### src/rtl/wm_pkg.sv
// Shared definitions for the washing-machine water path: flow-state encoding,
// flow direction codes and the water level sensor width.
package wm_pkg;

  localparam int LEVEL_W = 10;

  localparam logic FLOW_FILL  = 1'b1;
  localparam logic FLOW_DRAIN = 1'b0;

  typedef enum logic [1:0] {
    ST_IDLE    = 2'd0,
    ST_MONITOR = 2'd1,
    ST_ERROR   = 2'd2
  } flow_state_e;

endpackage

### src/rtl/water_flow_monitor.sv
// Fill/drain progress watchdog: flags a flow fault after MAX_STALLS windows without progress.
// Optional fill overflow trip is built in when WFM_OVERFLOW_DETECT_EN is defined.
module water_flow_monitor
  import wm_pkg::*;
#(
  parameter int WINDOW_TICKS   = 4,
  parameter int MIN_DELTA      = 5,
  parameter int MAX_STALLS     = 3,
  parameter int OVERFLOW_LEVEL = 1000
) (
  input  logic               clk,
  input  logic               reset,
  input  logic               water_flow_reset,
  input  logic               water_flow_mode,
  input  logic [LEVEL_W-1:0] water_level_sensor,
  input  logic               tick,
  output logic               water_flow_error,
  output logic               monitor_active,
  output logic [3:0]         stall_count
);

  localparam logic [7:0]       WIN_LAST    = 8'(WINDOW_TICKS - 1);
  localparam logic [LEVEL_W:0] MIN_DELTA_L = (LEVEL_W + 1)'(MIN_DELTA);
  localparam logic [3:0]       MAX_STALL_L = 4'(MAX_STALLS);
  localparam logic [LEVEL_W-1:0] LEVEL_MAX = '1;

  flow_state_e        state_q, state_d;
  logic               error_q, error_d;
  logic [7:0]         win_q, win_d;
  logic [3:0]         stall_q, stall_d;
  logic [LEVEL_W-1:0] baseline_q, baseline_d;
  logic               mode_q, mode_d;

  logic [LEVEL_W:0]   level_ext;
  logic [LEVEL_W:0]   base_ext;
  logic [LEVEL_W:0]   delta;
  logic               end_cond;
  logic               window_pass;
  logic [3:0]         stall_inc;
  logic               overflow;

`ifdef WFM_OVERFLOW_DETECT_EN
  localparam logic [LEVEL_W:0] OVERFLOW_L = (LEVEL_W + 1)'(OVERFLOW_LEVEL);
  assign overflow = (mode_q == FLOW_FILL) && (level_ext > OVERFLOW_L);
`else
  assign overflow = 1'b0;
`endif

  // Progress is measured in the direction of flow; movement the wrong way counts as zero.
  always_comb begin
    level_ext = {1'b0, water_level_sensor};
    base_ext  = {1'b0, baseline_q};
    delta     = '0;
    end_cond  = 1'b0;
    if (mode_q == FLOW_FILL) begin
      delta    = (level_ext >= base_ext) ? (level_ext - base_ext) : '0;
      end_cond = (water_level_sensor == LEVEL_MAX);
    end else begin
      delta    = (base_ext >= level_ext) ? (base_ext - level_ext) : '0;
      end_cond = (water_level_sensor == '0);
    end
    window_pass = (delta >= MIN_DELTA_L) || end_cond;
    stall_inc   = (stall_q == 4'hF) ? stall_q : stall_q + 4'd1;
  end

  always_comb begin
    state_d    = state_q;
    error_d    = error_q;
    win_d      = win_q;
    stall_d    = stall_q;
    baseline_d = baseline_q;
    mode_d     = mode_q;

    if (water_flow_reset) begin
      state_d = ST_IDLE;
      error_d = 1'b0;
      win_d   = '0;
      stall_d = '0;
    end else begin
      case (state_q)
        ST_IDLE: begin
          baseline_d = water_level_sensor;
          mode_d     = water_flow_mode;
          win_d      = '0;
          stall_d    = '0;
          state_d    = ST_MONITOR;
        end
        ST_MONITOR: begin
          if (overflow) begin
            state_d = ST_ERROR;
            error_d = 1'b1;
          end else if (water_flow_mode != mode_q) begin
            // Direction changed under us: restart the progress measurement.
            mode_d     = water_flow_mode;
            baseline_d = water_level_sensor;
            win_d      = '0;
            stall_d    = '0;
          end else if (tick) begin
            if (win_q == WIN_LAST) begin
              baseline_d = water_level_sensor;
              win_d      = '0;
              if (window_pass) begin
                stall_d = '0;
              end else begin
                stall_d = stall_inc;
                if (stall_inc == MAX_STALL_L) begin
                  state_d = ST_ERROR;
                  error_d = 1'b1;
                end
              end
            end else begin
              win_d = win_q + 8'd1;
            end
          end
        end
        ST_ERROR: begin
          error_d = 1'b1;
        end
        default: begin
          state_d = ST_IDLE;
          error_d = 1'b0;
        end
      endcase
    end
  end

  always_ff @(posedge clk or posedge reset) begin
    if (reset) begin
      state_q    <= ST_IDLE;
      error_q    <= 1'b0;
      win_q      <= '0;
      stall_q    <= '0;
      baseline_q <= '0;
      mode_q     <= 1'b0;
    end else begin
      state_q    <= state_d;
      error_q    <= error_d;
      win_q      <= win_d;
      stall_q    <= stall_d;
      baseline_q <= baseline_d;
      mode_q     <= mode_d;
    end
  end

  assign water_flow_error = error_q;
  assign monitor_active   = (state_q == ST_MONITOR);
  assign stall_count      = stall_q;

endmodule

### config.mk
export PLATFORM = sky130hd
export DESIGN_NAME = water_flow_monitor
export DESIGN_NICKNAME = d
export VERILOG_FILES = /design/src/rtl/wm_pkg.sv /design/src/rtl/water_flow_monitor.sv
export SDC_FILE = /design/constraint.sdc
export NUM_CORES = 1
export LEC_CHECK = 0
export CORE_ASPECT_RATIO = 0.6
export CORE_MARGIN = 5
export CORE_UTILIZATION = 45
export CTS_BUF_LIST = sky130_fd_sc_hd__clkbuf_2 sky130_fd_sc_hd__clkbuf_4 sky130_fd_sc_hd__clkbuf_8
export CTS_CLUSTER_DIAMETER = 100
export CTS_CLUSTER_SIZE = 40
export DETAILED_ROUTE_END_ITERATION = 8
export GPL_ROUTABILITY_DRIVEN = 0
export PLACE_DENSITY_LB_ADDON = 0.15
export SYNTH_ARGS = -nofsm -noshare
export SYNTH_HDL_FRONTEND = slang
export SYNTH_SLANG_ARGS = --single-unit
### constraint.sdc
create_clock -name clk -period 2.7 [get_ports clk]
set_input_delay 0.405 -clock clk [delete_from_list [all_inputs] [get_ports clk]]
set_output_delay 0.405 -clock clk [all_outputs]
set_load 0.01 [all_outputs]
==> results by group <==
GRT
  – Initial antenna violation count: 0
  – Total GRT Usage: 23.6%
  – First-pass GRT wire length: 13700 µm
  – Largest net degree at the start of global routing: 27
  – Vias in the first global route: 2708
  – Grt total ovfl: 0

Routing
  – Total iterations of the first detailed-routing run: 5
  – DRT iter0 DRCs: 264
  – DRC: 0
  – Final ANT Viol Nets: 0
  – Via count: between 2k and 3k
  – Routed WL per cell: approximately 17 µm
  – WL final: 8440 µm
  – Via density: 5.64

STA
  – Clk_skew: 0.00341 ns
  – Fin crit share: 107%
  – Final Max Slew Viols: 0
  – Rel. slew slack: 52.7%
  – Final count of hold timing violations: 0
  – Final setup viols: 7
  – RSZ-0062 raised after global routing: true
  – Worst slew pin tran: between 0.7 and 0.8 ns
  – Peak Freq: 0.346 GHz
  – Crit path setup slack, layout: -0.186 ns
  – Post-layout minimum cycle time: 2.89 ns

Cells and area
  – N_diodes: 0
  – # fillers: 445
  – Commonest non-fill, non-tap cell in the layout: buf_4
  – Area of the multi-input gates: 2040 µm²
  – Fin area: 3780 µm²
  – Reg area: around 650 µm²
  – Most frequent cells in the layout: buf_4, nand2_1, o21ai_0
  – P&R area growth vs syn: 45.0%
  – Layout cells sized above 1: 32.0%
  – Nets@finish: 460

Floorplanning
  – Die footprint: 7470 µm²
  – Core area: around 5600 µm²
  – Core Rows: 21
  – Initial Utilization: between 40% and 50%
  – I/O pins: 21
  – Die width: 108 µm
  – Die Y: about 70 µm

Clock tree
  – CTS H-tree lvls: 1
  – CTS tree: built
  – Root Driver: clkbuf_8
  – CTS buffer count: 3
  – Clk pin slew, worst setup/hold paths: 0.09 ns
  – Post-cts hold buffer count: 0
  – Clk sink count: 26
  – Worst skew pair latency: 0.27 ns
  – Clk buf depth: 2

Synthesis
  – Syn Inst Count: 325
  – Leading area contributor after synthesis: dfrtp_1
  – Warnings, synthesis: 0
  – Syn_nets: 368
  – Yosys top cell area share: 25.0%
  – Main flop type after synthesis: dfrtp_1
  – Seq cells post-synth: 26
  – Distinct cells, synth: 61
  – Synthesized cell area: approximately 2600 µm²
  – Seq/Total Area, Yosys: 25.0%
  – Post-synth EDFFs: 0
  – Synth Area per Inst: about 8.0 µm²
  – Top cells by area, synth: dfrtp_1, ha_1, o21ai_0, inv_1, nand2_1
  – Asr flop ratio synth: 100%

Outcome
  – Failing checks: setup timing
  – Status: complete, but fails checks

Hold path
  – Worst hold path class: input pin to asynchronous set/reset pin

Worst setup path
  – Critical path capture point type: register
  – CP Class: input pin to register
  – Worst R2R Path Depth: 13
  – Required @ worst endpoint: 2.89 ns
  – CP Max Fanout: 3
  – Worst path arrival time: 3.07 ns
  – Startpoint types: input pin

Placement
  – Cell area after placement: 3340 µm²
  – Dpl ws: -0.750 ns
  – Port-buffer cells: 20
  – HPWL Detailed: 6220 µm

Power and ir drop
  – Leakage power: 1.70 nW
  – VDD IR-drop max: 421 µV
  – Power Dens Cells: 825 nW/µm²

Flow run
  – Max-cap violations: 0
[synth_stat cells, types with 2 or more instances]
cell type,number
a41oi_1,2
a21oi_2,3
dfrtp_1,26
o211ai_1,4
nand2b_1,7
or4_1,2
buf_2,6
nand4_1,8
o21a_1,2
a311oi_1,2
nor3_1,4
mux2_2,2
a31oi_1,7
nor2b_1,4
a31o_2,2
o21bai_1,2
and3_1,3
inv_1,30
nand2_1,27
ha_1,26
xnor2_1,3
o31ai_1,4
clkbuf_1,5
a211oi_1,2
fa_1,2
a21oi_1,19
a21o_1,11
mux2i_1,4
nand3_1,8
nor4_1,3
nor2_1,27
xor2_1,7
o2111ai_1,4
o21ai_0,30
[final cells by class]
type	count	share of cell area (%)
clock buffer	4	1.46
inverter	30	2.98
multi-input combinational	256	54.0
sequential	26	17.2
tap	80	2.65
timing repair buffer	100	21.7
[metal layers]
metal / track usage [%] / wire, µm / vias up
li1: - / - / 1362
met1: 34.2 / 4120 / 1284
met2: 35.4 / 3470 / 138
met3: 6.98 / 754 / 14
met4: 3.31 / 87 / 0
met5: 0 / 0 / -
[metrics by stage]
step | setup TNS [ns] | hold WS [ns] | instances | util, % | total power, mW
2_1_floorplan | 0 | 0.445 | 325 | - | 1.62
6_report | -0.931 | 0.500 | 496 | 67.6 | 3.12
3_5_place_dp | -4.84 | 0.501 | 478 | 59.6 | 2.34
4_1_cts | -0.488 | 0.511 | 494 | 66.5 | 2.98
5_1_grt | -1.82 | 0.530 | 496 | 67.6 | 3.34
3_3_place_gp | -4.68 | 0.506 | 478 | 59.6 | 2.33
[flip-flops by register name (all words and copies together), names as in the netlist]
register          count
baseline_q           10
mode_q                1
stall_count           4
state_q               2
water_flow_error      1
win_q                 8
[power breakdown]
group / internal, mW / switching [mW] / leakage, nW / total, mW
sequential: 0.461 / 0.0855 / 0.341 / 0.546
combinational: 1.14 / 1.18 / 1.33 / 2.32
clock: 0.130 / 0.124 / 0.0288 / 0.254
[logic make-up after synthesis]
logic type / after synthesis / share of synthesized area [%]
AO/OA/AOI/OAI: 109 / 28.4
XOR/XNOR: 10 / 3.36
adder cells (fa/ha/maj): 28 / 14.0
buffers and inverters: 43 / 6.91
flip-flops: 26 / 25.0
multiplexers: 6 / 2.40
AND/OR/NAND/NOR: 103 / 20.0
[worst max-delay path, stage by stage]
cell and delay, ns:
dlygate4sd2_1 0.26, inv_1 0.15, ha_4 0.24, nor2b_1 0.13, o21ai_1 0.17, o211ai_1 0.20, buf_4 0.20, a211oi_2 0.23
xor2_1 0.24, a31o_2 0.26, nand4b_1 0.17, a21oi_2 0.19, mux2i_1 0.23
[final timing paths]
path / startpoint / to / slack, ns
worst max register to register: baseline_q[1] / stall_count[3] / -0.16
worst min-delay path: reset / baseline_q[0] / 0.50
max in group asynchronous: reset / baseline_q[1] / 1.93
min in group clk: win_q[5] / win_q[5] / 0.52
worst max-delay path: water_level_sensor[1] / state_q[0] / -0.19
worst min register to register: win_q[5] / win_q[5] / 0.52
[timing repair]
item,CTS,global route
endpoints found under the hold margin,0,0
pin swaps,28,12
gates resized for setup,59,9
endpoints found under the setup margin,7,7
buffers inserted,12,2
No activity file was read; power rests on OpenSTA's default activity.
